$ cat src/rtl/seven_seg_scanner.sv
// seven_seg_scanner
//   Time-multiplexes DIGITS hex digits onto one shared seven-segment decoder.
//   The display word is double-buffered. A pending word is committed to the
//   active word only at a frame boundary, so a frame never mixes old and new
//   digits. Each digit slot starts with a blanking interval, and leading
//   zeros can optionally be suppressed.
//
// Ports
//   clk         system clock, rising edge
//   rst         synchronous active-high reset
//   load_valid  new display word offered
//   load_ready  pending buffer empty, word can be accepted
//   load_value  digit nibbles, [3:0] = digit 0
//   load_dp     decimal points, bit i = digit i
//   lz_suppress leading-zero suppression enable
//   digit_data  nibble to the decoder
//   dp          decimal point for the current digit
//   digit_sel   one-hot digit enable, active-high
//   blank       1 = segments off
//   frame_done  pulse on the last cycle of digit DIGITS-1
module seven_seg_scanner #(
  parameter int DIGITS   = 4,
  parameter int PRESCALE = 2500,
  parameter int BLANK    = 250
) (
  input  logic                  clk,
  input  logic                  rst,
  input  logic                  load_valid,
  output logic                  load_ready,
  input  logic [4*DIGITS-1:0]   load_value,
  input  logic [DIGITS-1:0]     load_dp,
  input  logic                  lz_suppress,
  output logic [3:0]            digit_data,
  output logic                  dp,
  output logic [DIGITS-1:0]     digit_sel,
  output logic                  blank,
  output logic                  frame_done
);

  localparam int CW = (PRESCALE > 1) ? $clog2(PRESCALE) : 1;
  localparam int IW = $clog2(DIGITS);

  localparam logic ST_BLANKING = 1'b0;
  localparam logic ST_SHOW     = 1'b1;

  localparam logic [CW-1:0] CNT_LAST  = CW'(PRESCALE - 1);
  localparam logic [CW-1:0] CNT_BLANK = CW'(BLANK);
  localparam logic [IW-1:0] IDX_LAST  = IW'(DIGITS - 1);

  logic [CW-1:0]         cnt, cnt_n;
  logic [IW-1:0]         idx, idx_n;
  logic                  state, state_n;

  logic [4*DIGITS-1:0]   act_val, act_val_n;
  logic [DIGITS-1:0]     act_dp, act_dp_n;
  logic [4*DIGITS-1:0]   pend_val;
  logic [DIGITS-1:0]     pend_dp;
  logic                  pend_full, pend_full_n;

  logic                  accept, commit;
  logic [DIGITS-1:0]     sup;
  logic                  nz;
  int unsigned           di;
  int unsigned           sel_i;
  logic                  show;

  logic [3:0]            digit_data_n;
  logic                  dp_n;
  logic [DIGITS-1:0]     digit_sel_n;
  logic                  blank_n;
  logic                  frame_done_n;

  assign accept = load_valid && load_ready;
  // frame_done is high exactly on the last cycle of the frame, so it doubles
  // as the commit strobe; accept needs pending empty, commit needs it full.
  assign commit = frame_done && pend_full;

  always_comb begin
    cnt_n = cnt + 1'b1;
    idx_n = idx;
    if (cnt == CNT_LAST) begin
      cnt_n = '0;
      idx_n = (idx == IDX_LAST) ? '0 : idx + 1'b1;
    end

    state_n = state;
    if (cnt_n == '0)
      state_n = ST_BLANKING;
    else if (cnt_n == CNT_BLANK)
      state_n = ST_SHOW;

    act_val_n   = commit ? pend_val : act_val;
    act_dp_n    = commit ? pend_dp  : act_dp;
    pend_full_n = accept ? 1'b1 : (commit ? 1'b0 : pend_full);
  end

  // Walk from the most significant digit down; a digit is suppressible while
  // every digit above it (and itself) is zero with no decimal point.
  always_comb begin
    nz  = 1'b0;
    sup = '0;
    di  = 0;
    for (int unsigned k = 0; k < DIGITS; k++) begin
      di      = unsigned'(DIGITS) - 1 - k;
      nz      = nz | (act_val_n[4*di +: 4] != 4'd0) | act_dp_n[di];
      sup[di] = lz_suppress & ~nz & (di != 0);
    end
  end

  // Outputs are registered from next-state values so they line up with the
  // slot counter cycle for cycle.
  always_comb begin
    sel_i        = 32'(idx_n);
    show         = (state_n == ST_SHOW) && !sup[sel_i];
    digit_sel_n  = show ? (DIGITS'(1) << idx_n) : '0;
    blank_n      = !show;
    digit_data_n = show ? act_val_n[4*sel_i +: 4] : 4'd0;
    dp_n         = show ? act_dp_n[sel_i] : 1'b0;
    frame_done_n = (cnt_n == CNT_LAST) && (idx_n == IDX_LAST);
  end

  always_ff @(posedge clk) begin
    if (rst) begin
      cnt        <= '0;
      idx        <= '0;
      state      <= ST_BLANKING;
      act_val    <= '0;
      act_dp     <= '0;
      pend_val   <= '0;
      pend_dp    <= '0;
      pend_full  <= 1'b0;
      load_ready <= 1'b0;
      digit_sel  <= '0;
      blank      <= 1'b1;
      digit_data <= 4'd0;
      dp         <= 1'b0;
      frame_done <= 1'b0;
    end else begin
      cnt        <= cnt_n;
      idx        <= idx_n;
      state      <= state_n;
      act_val    <= act_val_n;
      act_dp     <= act_dp_n;
      if (accept) begin
        pend_val <= load_value;
        pend_dp  <= load_dp;
      end
      pend_full  <= pend_full_n;
      load_ready <= !pend_full_n;
      digit_sel  <= digit_sel_n;
      blank      <= blank_n;
      digit_data <= digit_data_n;
      dp         <= dp_n;
      frame_done <= frame_done_n;
    end
  end

endmodule

$ cat config.mk
export PLATFORM = sky130hd
export DESIGN_NAME = seven_seg_scanner
export DESIGN_NICKNAME = d
export VERILOG_FILES = /design/src/rtl/seven_seg_scanner.sv
export SDC_FILE = /design/constraint.sdc
export NUM_CORES = 1
export LEC_CHECK = 0
export CAP_MARGIN = 10
export CORE_ASPECT_RATIO = 0.7
export CORE_MARGIN = 2
export CORE_UTILIZATION = 40
export CTS_CLUSTER_DIAMETER = 200
export DETAILED_ROUTE_END_ITERATION = 8
export PLACE_DENSITY_LB_ADDON = 0.12
export SLEW_MARGIN = 20
export SYNTH_ARGS = -nofsm -noshare
export SYNTH_HDL_FRONTEND = slang
export SYNTH_SLANG_ARGS = --single-unit
export TNS_END_PERCENT = 50
$ cat constraint.sdc
create_clock -name clk -period 2.15 [get_ports clk]
set_input_delay 0.43 -clock clk [delete_from_list [all_inputs] [get_ports clk]]
set_output_delay 0.43 -clock clk [all_outputs]
set_load 0.005 [all_outputs]
==> results.rst, run 1 <==
.. list-table::
   :header-rows: 1

   * - Metric
     - Value
   * - Worst reg2reg path startpoint
     - cnt[1]
   * - Critical path depth
     - 9
   * - Endpoint of the lowest-slack register-to-register path
     - digit_sel[1]
   * - # setup viols final
     - 0
   * - Via density
     - 5.28
   * - Clock net sink count
     - 68
   * - Placed cells
     - 612
   * - Number of I/O port buffers
     - 35
   * - Commonest non-fill, non-tap cell in the layout
     - nand2_1
   * - Full die area
     - 0.00966 sq mm
   * - Skew-Pair Late Insertion Delay
     - 0.34 ns
   * - Aggregate global-route resource usage
     - 0.200
   * - Worst slew pin tran
     - 0.639 ns
   * - Standby leakage power
     - 0.00172 uW
   * - Global-route wire length before repair
     - 15000 microns
   * - Outcome
     - finished clean
   * - Number of search-and-repair iterations in the first detailed-routing pass
     - 5
   * - Area of the core
     - 0.00855 sq mm
   * - Critical path buffer and inverter count
     - 1
   * - Net Count, Synth
     - 476
   * - Total power per unit cell area
     - 647 mW/mm^2
   * - Root Buffer
     - clkbuf_16
   * - Final critical path time including I/O delays and setup
     - 2.09 ns
   * - Unrepaired setup endpoints after global routing
     - true
   * - F_max
     - 479 MHz
   * - Post-route cell area
     - 0.00470 sq mm
   * - Slew HR
     - 0.573
   * - Part of the Yosys area used for sequential elements
     - 0.383
   * - FF+latch count, synth
     - 68
   * - Critical path's largest stage delay
     - 0.38 ns
   * - Per-instance average area after synthesis
     - 7.95 sq um
   * - Worst setup slack for register-to-register paths
     - 0.06 ns
   * - Complex-gate fraction of the synthesized area
     - 0.163
   * - Routed wl met2
     - 3790 microns
   * - Detailed-route wire length
     - 9520 microns
   * - Via count of the first global-routing pass
     - 2922
   * - Vert. Die Dim
     - 82.8 microns
   * - Hold Path Class
     - flip-flop to flip-flop
   * - DRC viols
     - 0
   * - Async S/R FF share, synth
     - 0
   * - Family of cells with the greatest summed delay on the critical path
     - simple AND/OR/NAND/NOR gates
   * - Maximum vdd drop
     - 0.000408 V
   * - Top-level I/O count
     - 36
   * - Post-synth EDFFs
     - 0
   * - Clock H-tree levels
     - 3
   * - Initial drt markers
     - 237
   * - Sum of met3 wire segment lengths after detailed routing
     - 690 microns
   * - Area share of and/or/nand/nor cells after synthesis
     - 0.290
   * - GRT Residual Overflow
     - 0
   * - Post-synthesis instance area
     - 0.00355 sq mm
   * - Worst setup path end
     - digit_sel[1]
   * - Share of synthesized area spent on multiplexers
     - 0.0662
   * - Main combinational cell family by area after synthesis
     - simple AND/OR/NAND/NOR gates
   * - Worst hold slack across all endpoints
     - 0.462 ns
   * - Buffer depth of the longest clock path
     - 2
   * - Most common flop cell mapped by yosys
     - dfxtp_1
   * - Final antenna diode count
     - 0
   * - Hold violation total from the final report
     - 0
   * - Maximum number of pins on one net before global-route repair
     - 48
   * - Total number of vias
     - 3329
   * - Kind of critical path
     - flip-flop to flip-flop
   * - Share of cells above drive strength 1
     - 0.200
   * - Most frequent cells in the layout
     - nand2_1 (93), dfxtp_1 (60), a21oi_1 (58)
   * - Worst path arrival time
     - 2.33 ns
   * - Synthesized-area fraction occupied by adder cells
     - 0.0176
   * - CP max FO
     - 8
   * - Max Cap Violations
     - 0
   * - Cell count after synthesis
     - 447
   * - Critical path startpoint
     - cnt[1]
   * - Clock skew
     - 0.00513 ns
   * - Number of nets still failing antenna checks after routing
     - 0
   * - Worst Reg-to-Reg Cells
     - 9
   * - Design Power
     - 3040 uW
   * - Sort of element at the start of the critical path
     - flip-flop
   * - Gp weighted congestion
     - 0.922
   * - Synth Area in XOR/XNOR
     - 0.0321
   * - Placement Cell Area
     - 0.00422 sq mm
   * - Count of warnings emitted by yosys
     - 0
   * - Number of distinct library cells after synthesis
     - 49
   * - Half-perimeter wire length after placement
     - 6760 microns
   * - Capturing element type of the critical path
     - flip-flop
   * - Final period util
     - 0.971
   * - Final layout net count
     - 535
   * - Required time reported for the critical path endpoint
     - 2.39 ns
   * - Slowest cell on crit path
     - dfxtp_4
   * - Post-route met1 wirelength
     - 4920 microns
   * - Highest signal layer in the routed design
     - met4
   * - Clock-pin slew of the registers on the worst-case setup and hold paths
     - 0.05 ns
   * - Effective utilization at floorplan
     - 0.416
   * - Worst-path cell chain
     - ha_4, nand4_1, nor2_2, nor3_1, a31oi_1, o31a_1, o22ai_2, buf_6, nor4b_2
   * - Worst hold stages
     - 2
   * - TritonCTS buffer count
     - 9
   * - Chip Width
     - 117 microns
   * - Synthesis-to-finish area growth
     - 32.3%
   * - Slew Viols, Final
     - 0
   * - Number of cells in the finished layout apart from fillers
     - 631
   * - Row Count
     - 28
   * - Number of antenna violations at the first check in global routing
     - 0
   * - Routed wire per std cell
     - 15.1 microns
   * - CTS tree
     - done
==> cell usage after synthesis, types with 2 or more instances <==
library cell	count	area, sq um
nand3_1	7	35.0
or4_1	5	37.5
buf_2	5	25.0
mux2i_1	19	190
o21ai_0	2	10.0
buf_4	4	30.0
nand2_1	94	353
a21oi_1	59	295
nor4b_2	2	30.0
nor4_2	3	37.5
a31oi_1	4	25.0
nand4_1	3	18.8
xnor2_1	9	78.8
nor3_1	15	75.1
xor2_1	4	35.0
nor2_1	29	109
inv_1	4	15.0
nor2b_1	21	131
and3_1	3	18.8
nand2b_1	3	18.8
ha_1	5	62.6
clkbuf_1	17	63.8
or3_1	2	12.5
a211oi_1	17	128
and2_1	2	12.5
o31a_1	2	17.5
dfxtp_1	68	1360
mux2_2	4	45.0
buf_1	5	18.8
o22ai_1	11	68.8
==> through the flow <==
step / utilization / TNS (ns) / setup WS, ns
2_1_floorplan: - / 0 / 0.0249
3_3_place_gp: 0.494 / 0 / 0.0255
3_5_place_dp: 0.494 / -0.327 / -0.0644
4_1_cts: 0.535 / 0 / 0.0184
5_1_grt: 0.550 / -0.635 / -0.0994
6_report: 0.550 / 0 / 0.0632
==> power breakdown <==
group	leakage (uW)	total (uW)	internal, uW	switching (uW)
registers	0.000555	1320	1290	34.1
logic	0.00102	202	102	99.7
clock network	0.000148	1520	962	556
==> worst min path at each step <==
stage | from | to | slack [ns]
final | act_val[0] | act_val[0] | 0.46
after global placement | act_val[1] | act_val[1] | 0.45
after floorplan | act_val[0] | act_val[0] | 0.43
after detailed placement | act_val[0] | act_val[0] | 0.46
after CTS | act_val[0] | act_val[0] | 0.47
after global routing | act_val[3] | act_val[3] | 0.48
==> cell families after synthesis <==
family	after synthesis
DFF	68
xor gates and xnor gates	13
buffers and inverters	38
and+or+nand+nor	201
AOI/OAI and AO/OA	99
muxes	23
adders and majority gates	5
==> registers in the layout, summed over array words and instances (netlist names) <==
register / count
digit_data: 4
pend_val: 16
idx: 2
pend_dp: 4
state: 1
load_ready: 1
frame_done: 1
act_dp: 4
pend_full: 1
act_val: 16
blank: 1
dp: 1
cnt: 12
digit_sel: 4
==> layout make-up <==
cell class	count	area, sq um
Timing Repair Buffer	81	711
Tap cell	120	150
Inverter	5	18.8
Clock inverter	5	58.8
Sequential cell	68	1380
Multi-Input combinational cell	341	2130
Fill cell	853	3850
Clock buffer	11	253
==> per-layer routing <==
metal / track usage / up-vias
met3: 0.0562 / 13
met5: 0 / -
met4: 0.0524 / 0
li1: - / 1680
met1: 0.325 / 1530
met2: 0.252 / 106
==> worst min-delay path: stages (launching register included) <==
cell and delay [ns]:
dfxtp_1 0.31, nand2_1 0.05, a21oi_1 0.05
==> timing repair <==
item,in CTS,in global routing
hold buffers,0,0
endpoints found under the setup margin,10,10
resized for setup,12,23
setup buffers,1,2
pin swaps,2,12
Note: power is estimated with default switching activity, not from simulation.
==> inputs of run 2 (changes only) <==
- RECOVER_POWER: unset -> 100
==> results.rst, run 2 (synthesis results as in run 1) <==
.. list-table::
   :header-rows: 1

   * - Metric
     - Value
   * - Number of antenna violations at the first check in global routing
     - 0 (unchanged)
   * - Placed cells
     - 612 (unchanged)
   * - Maximum vdd drop
     - 0.000407 V (was 0.000408 V)
   * - Worst reg2reg path startpoint
     - cnt[1] (unchanged)
   * - Total number of vias
     - 3298 (was 3329)
   * - Half-perimeter wire length after placement
     - 6760 microns (unchanged)
   * - Gp weighted congestion
     - 0.922 (unchanged)
   * - Largest registers
     - act_val x16, pend_val x16, cnt x12 (unchanged)
   * - Max Cap Violations
     - 0 (unchanged)
   * - Via count of the first global-routing pass
     - 2922 (unchanged)
   * - Slew Viols, Final
     - 0 (unchanged)
   * - Power share of the combinational group
     - 0.066 (about the same)
   * - Aggregate global-route resource usage
     - 0.200 (unchanged)
   * - Worst path arrival time
     - 2.33 ns (about the same)
   * - Skew-Pair Late Insertion Delay
     - 0.33 ns (was 0.34 ns)
   * - Share of cells above drive strength 1
     - 0.198 (was 0.200)
   * - Routed wire per std cell
     - 15.1 microns (about the same)
   * - Full die area
     - 0.00966 sq mm (unchanged)
   * - Clock-pin slew of the registers on the worst-case setup and hold paths
     - 0.05 ns (about the same)
   * - Unrepaired setup endpoints after global routing
     - true (unchanged)
   * - Filler cell count in the final layout
     - 855 (was 853)
   * - Net Sw Power
     - 686 uW (was 690 uW)
   * - Most frequent cells in the layout
     - nand2_1 (93), dfxtp_1 (60), a21oi_1 (58) (unchanged)
   * - CTS tree
     - done (unchanged)
   * - Worst Reg-to-Reg Cells
     - 9 (unchanged)
   * - Initial drt markers
     - 237 (unchanged)
   * - Hold Path Class
     - flip-flop to flip-flop (unchanged)
   * - Area of the core
     - 0.00855 sq mm (unchanged)
   * - DRC viols
     - 0 (unchanged)
   * - Final antenna diode count
     - 0 (unchanged)
   * - Row Count
     - 28 (unchanged)
   * - CP max FO
     - 8 (unchanged)
   * - Internal
     - 2350 uW (about the same)
   * - Switching part of the total power
     - 0.226 (was 0.227)
   * - Portion of total power attributed to sequential cells
     - 0.435 (was 0.434)
   * - Standby leakage power
     - 0.00175 uW (was 0.00172 uW)
   * - Chip Width
     - 117 microns (unchanged)
   * - Kind of critical path
     - flip-flop to flip-flop (unchanged)
   * - Vert. Die Dim
     - 82.8 microns (unchanged)
   * - Final layout net count
     - 535 (unchanged)
   * - Number of cells in the finished layout apart from fillers
     - 631 (unchanged)
   * - Detailed-route wire length
     - 9520 microns (about the same)
   * - Clock H-tree levels
     - 3 (unchanged)
   * - GRT Residual Overflow
     - 0 (unchanged)
   * - Clock network power share
     - 0.499 (was 0.500)
   * - Via density
     - 5.23 (was 5.28)
   * - Number of I/O port buffers
     - 35 (unchanged)
   * - Final critical path time including I/O delays and setup
     - 2.09 ns (about the same)
   * - Effective utilization at floorplan
     - 0.416 (unchanged)
   * - Number of search-and-repair iterations in the first detailed-routing pass
     - 4 (was 5)
   * - Endpoint of the lowest-slack register-to-register path
     - digit_sel[1] (unchanged)
   * - Top-level I/O count
     - 36 (unchanged)
   * - Hold violation total from the final report
     - 0 (unchanged)
   * - Global-route wire length before repair
     - 15000 microns (unchanged)
   * - Worst hold stages
     - 2 (unchanged)
   * - Startpoint of the most critical hold path
     - act_val[0] (unchanged)
   * - Worst hold slack across all endpoints
     - 0.462 ns (about the same)
   * - Slew HR
     - 0.335 (was 0.573)
   * - Seq. cell area
     - 0.00138 sq mm (unchanged)
   * - Clock net sink count
     - 68 (unchanged)
   * - Placement Cell Area
     - 0.00422 sq mm (unchanged)
   * - F_max
     - 479 MHz (about the same)
   * - Synthesis-to-finish area growth
     - 32.1% (was 32.3%)
   * - TritonCTS buffer count
     - 9 (unchanged)
   * - Maximum number of pins on one net before global-route repair
     - 48 (unchanged)
   * - Clock skew
     - 0.00606 ns (was 0.00513 ns)
   * - Sort of element at the start of the critical path
     - flip-flop (unchanged)
   * - Capturing element type of the critical path
     - flip-flop (unchanged)
   * - Post-route cell area
     - 0.00469 sq mm (was 0.00470 sq mm)
   * - Outcome
     - finished clean (unchanged)
   * - Worst slew pin tran
     - 0.998 ns (was 0.639 ns)
   * - Buffer depth of the longest clock path
     - 2 (unchanged)
   * - Required time reported for the critical path endpoint
     - 2.39 ns (about the same)
   * - Final period util
     - 0.970 (was 0.971)
   * - Total power per unit cell area
     - 646 mW/mm^2 (was 647 mW/mm^2)
   * - # setup viols final
     - 0 (unchanged)
   * - Worst Hold Path EP
     - act_val[0] (unchanged)
   * - Number of nets still failing antenna checks after routing
     - 0 (unchanged)
   * - Worst setup slack for register-to-register paths
     - 0.06 ns (about the same)
   * - Root Buffer
     - clkbuf_16 (unchanged)
   * - Commonest non-fill, non-tap cell in the layout
     - nand2_1 (unchanged)
   * - Area of combinational cells with multiple inputs
     - 0.00213 sq mm (unchanged)
-- run 2: stage by stage --
| stage | power [uW] | util | TNS (ns) | setup slack (ns) |
|---|---|---|---|---|
| after global placement | 1540 | 0.494 | 0 | 0.0255 |
| after floorplan | 1440 | - | 0 | 0.0249 |
| after detailed placement | 1540 | 0.494 | -0.327 | -0.0644 |
| after global routing | 3140 | 0.549 | -0.635 | -0.0994 |
| after CTS | 3060 | 0.535 | 0 | 0.0184 |
| final | 3030 | 0.549 | 0 | 0.0636 |
-- run 2: worst max-delay path by stage --
| stage | from | to | slack, ns | cells after the start |
|---|---|---|---|---|
| final | cnt[1] | digit_sel[1] | 0.06 | 9 |
| after global routing | cnt[0] | digit_sel[3] | -0.1 | 9 |
| after CTS | cnt[2] | digit_data[0] | 0.02 | 8 |
| after detailed placement | cnt[1] | digit_sel[3] | -0.06 | 9 |
| after global placement | cnt[0] | digit_data[0] | 0.03 | 9 |
| after floorplan | cnt[0] | blank | 0.02 | 8 |
-- run 2: power by group through the flow --
| stage | combinational, uW | sequential, uW | clock, uW |
|---|---|---|---|
| global placement | 194 | 1340 | 0 |
| finish | 200 | 1320 | 1510 |
| floorplan | 101 | 1330 | 0 |
| global route | 217 | 1320 | 1610 |
| detailed placement | 195 | 1340 | 0 |
| CTS | 198 | 1320 | 1550 |
-- run 2: metal layers --
metal  part of all wire  track usage  routed length, microns  vias to the layer above
li1                   -            -                       -                     1681
met5                  0            0                       0                        -
met1               0.52        0.325                    4910                     1508
met4             0.0079       0.0524                      75                        0
met3              0.080       0.0562                     766                        9
met2               0.40        0.252                    3770                      100
-- run 2: final cells by class --
type                    count  share of cell area
well taps                 120              0.0320
multi-input cells         341               0.453
clock inverters             5              0.0125
inverters                   5             0.00400
repair buffers             81               0.150
clock buffers              11              0.0539
flip-flops and latches     68               0.294
-- run 2: worst max-delay path, cell delays in order, from the launching register on --
cell and delay (ns):
dfxtp_4 0.38, ha_4 0.16, nand4_1 0.19, nor2_2 0.22, nor3_1 0.07, a31oi_1 0.24
o31a_1 0.20, o22ai_2 0.10, buf_6 0.16, nor4b_2 0.27
-- run 2: timing repair --
| item | 4_1_cts | 5_1_grt |
|---|---|---|
| gates cloned | 0 | 0 |
| pin swaps | 2 | 12 |
| endpoints found under the setup margin | 10 | 10 |
| hold buffers | 0 | 0 |
| setup buffers | 1 | 2 |
| gates resized for setup | 12 | 23 |
==> inputs of run 3 (changes only) <==
- CORE_UTILIZATION: 40 -> 53
- CTS_BUF_LIST: unset -> sky130_fd_sc_hd__clkbuf_2
==> results.rst, run 3 (synthesis results as in run 1) <==
.. list-table::
   :header-rows: 1

   * - Metric
     - Value
   * - Outcome
     - finished with violations (was finished clean)
   * - Failing checks
     - setup timing
   * - Pre-CTS worst setup slack
     - -0.0760 ns (was -0.0644 ns)
   * - Largest registers
     - act_val x16, pend_val x16, cnt x12 (unchanged)
   * - Clock-pin slew of the registers on the worst-case setup and hold paths
     - 0.23 ns (was 0.05 ns)
   * - Routed wire per std cell
     - 16.0 microns (was 15.1 microns)
   * - Post-route cell area
     - 0.00466 sq mm (was 0.00469 sq mm)
   * - Number of search-and-repair iterations in the first detailed-routing pass
     - 5 (was 4)
   * - Effective utilization at floorplan
     - 0.558 (was 0.416)
   * - Clock H-tree levels
     - 3 (unchanged)
   * - Chip Width
     - 102 microns (was 117 microns)
   * - Initial drt markers
     - 422 (was 237)
   * - Hold Path Class
     - input port to flip-flop (was flip-flop to flip-flop)
   * - DRC viols
     - 0 (unchanged)
   * - # setup viols final
     - 10 (was 0)
   * - Unrepaired setup endpoints after global routing
     - true (unchanged)
   * - Via count of the first global-routing pass
     - 3106 (was 2922)
   * - Startpoint of the most critical hold path
     - load_value[11] (was act_val[0])
   * - Global-route wire length before repair
     - 15800 microns (was 15000 microns)
   * - Final critical path time including I/O delays and setup
     - 2.19 ns (was 2.09 ns)
   * - Row Count
     - 24 (was 28)
   * - Worst path arrival time
     - 2.66 ns (was 2.33 ns)
   * - CTS tree
     - done (unchanged)
   * - Detailed-route wire length
     - 9820 microns (was 9520 microns)
   * - Kind of critical path
     - flip-flop to flip-flop (unchanged)
   * - Number of nets still failing antenna checks after routing
     - 0 (unchanged)
   * - Hold violation total from the final report
     - 0 (unchanged)
   * - Maximum number of pins on one net before global-route repair
     - 41 (was 48)
   * - Capturing element type of the critical path
     - flip-flop (unchanged)
   * - Number of I/O port buffers
     - 35 (unchanged)
   * - Placement Cell Area
     - 0.00424 sq mm (was 0.00422 sq mm)
   * - Number of antenna violations at the first check in global routing
     - 0 (unchanged)
   * - Skew-Pair Late Insertion Delay
     - 0.55 ns (was 0.33 ns)
   * - Worst slew pin tran
     - 0.825 ns (was 0.998 ns)
   * - Final period util
     - 1.02 (was 0.970)
   * - Total power per unit cell area
     - 509 mW/mm^2 (was 646 mW/mm^2)
   * - Number of cells in the finished layout apart from fillers
     - 613 (was 631)
   * - Aggregate global-route resource usage
     - 0.279 (was 0.200)
   * - Share of cells above drive strength 1
     - 0.220 (was 0.198)
   * - Total number of vias
     - 3506 (was 3298)
   * - Final layout net count
     - 546 (was 535)
   * - Half-perimeter wire length after placement
     - 6770 microns (was 6760 microns)
   * - Gp weighted congestion
     - 0.910 (was 0.922)
   * - Worst reg2reg path startpoint
     - cnt[2] (was cnt[1])
   * - Slew Viols, Final
     - 0 (unchanged)
   * - Max Cap Violations
     - 0 (unchanged)
   * - Clock skew
     - 0.0252 ns (was 0.00606 ns)
   * - Clock net sink count
     - 68 (unchanged)
   * - Worst Reg-to-Reg Cells
     - 7 (was 9)
   * - Most frequent cells in the layout
     - nand2_1 (94), dfxtp_1 (62), a21oi_1 (58) (was nand2_1 (93), dfxtp_1 (60), a21oi_1 (58))
   * - Required time reported for the critical path endpoint
     - 2.62 ns (was 2.39 ns)
   * - Maximum vdd drop
     - 0.000385 V (was 0.000407 V)
   * - Worst Hold Path EP
     - pend_val[11] (was act_val[0])
   * - Top-level I/O count
     - 36 (unchanged)
   * - Standby leakage power
     - 0.00171 uW (was 0.00175 uW)
   * - Synthesis-to-finish area growth
     - 31.1% (was 32.1%)
   * - Full die area
     - 0.00738 sq mm (was 0.00966 sq mm)
   * - Min setup slack post-route
     - -0.0408 ns (was 0.0636 ns)
   * - Vert. Die Dim
     - 72.5 microns (was 82.8 microns)
   * - GRT Residual Overflow
     - 0 (unchanged)
   * - TritonCTS buffer count
     - 9 (unchanged)
   * - Slew HR
     - 0.450 (was 0.335)
   * - Worst hold stages
     - 3 (was 2)
   * - Area of the core
     - 0.00637 sq mm (was 0.00855 sq mm)
   * - Filler cell count in the final layout
     - 510 (was 855)
   * - Commonest non-fill, non-tap cell in the layout
     - nand2_1 (unchanged)
   * - Endpoint of the lowest-slack register-to-register path
     - frame_done (was digit_sel[1])
   * - Sort of element at the start of the critical path
     - flip-flop (unchanged)
   * - Buffer depth of the longest clock path
     - 2 (unchanged)
   * - F_max
     - 456 MHz (was 479 MHz)
   * - Root Buffer
     - clkbuf_2 (was clkbuf_16)
   * - Via density
     - 5.72 (was 5.23)
   * - Final antenna diode count
     - 0 (unchanged)
   * - Worst setup slack for register-to-register paths
     - -0.04 ns (was 0.06 ns)
   * - CP max FO
     - 3 (was 8)
   * - Placed cells
     - 587 (was 612)
run 3: changes by cell type in the layout (fill, tap and decap cells not counted), moves of 3 or more:
| cell | delta |
|---|---|
| clkbuf_16 | -9 |
| clkdlybuf4s50_1 | +12 |
| nor4_4 | +3 |
| buf_4 | +7 |
| nor3_2 | +3 |
| clkbuf_2 | +9 |
| dlygate4sd3_1 | -12 |
| nor3_1 | -3 |
run 3: worst max-delay path by stage:
| stage | from | endpoint | slack, ns |
|---|---|---|---|
| 2_1_floorplan | cnt[0] | blank | 0.02 |
| 3_5_place_dp | cnt[0] | digit_sel[1] | -0.08 |
| 3_3_place_gp | cnt[0] | blank | 0.02 |
| 5_1_grt | cnt[2] | digit_sel[1] | -0.15 |
| 4_1_cts | cnt[2] | frame_done | -0.04 |
| 6_report | cnt[2] | frame_done | -0.04 |
run 3: cell type report:
class | count | area [sq um] | share of cell area
Sequential cell | 68 | 1370 | 0.295
Tap cell | 91 | 114 | 0.0244
Clock inverter | 7 | 82.6 | 0.0177
Clock buffer | 9 | 45.0 | 0.00967
Timing Repair Buffer | 92 | 816 | 0.175
Multi-Input combinational cell | 341 | 2210 | 0.474
Inverter | 5 | 18.8 | 0.00403
run 3: power by group:
part | switching (uW) | internal (uW) | total, uW
clock | 544 | 288 | 833
combinational | 107 | 110 | 217
sequential | 32.0 | 1290 | 1320
run 3: layer usage:
metal | routed length (microns) | vias up | part of all wire | global-route usage
li1 | - | 1706 | - | -
met5 | 0 | - | 0 | 0
met3 | 894 | 18 | 0.091 | 0.0597
met1 | 4830 | 1622 | 0.49 | 0.442
met2 | 3930 | 160 | 0.40 | 0.379
met4 | 167 | 0 | 0.017 | 0.0681
run 3: stage by stage:
step / utilization / hold slack, ns / setup TNS (ns) / total power [uW]
floorplan: - / 0.433 / 0 / 1440
global placement: 0.666 / 0.456 / 0 / 1540
detailed placement: 0.666 / 0.462 / -0.285 / 1540
CTS: 0.712 / 0.386 / -0.0407 / 2370
global route: 0.732 / 0.339 / -1.10 / 2470
finish: 0.732 / 0.398 / -0.186 / 2370
run 3: critical path, cell delays in order (launching register included):
cell and delay, ns:
dfxtp_2 0.39, buf_4 0.14, nor4b_4 0.29, nand4_4 0.18
mux2i_2 0.21, buf_4 0.15, or4_4 0.52, nor4_4 0.23
run 3: timing repair:
action,in CTS,in global routing
pin swaps,13,19
setup endpoints to repair,10,12
gates resized for setup,24,21
hold buffers,0,0
buffers inserted,8,3
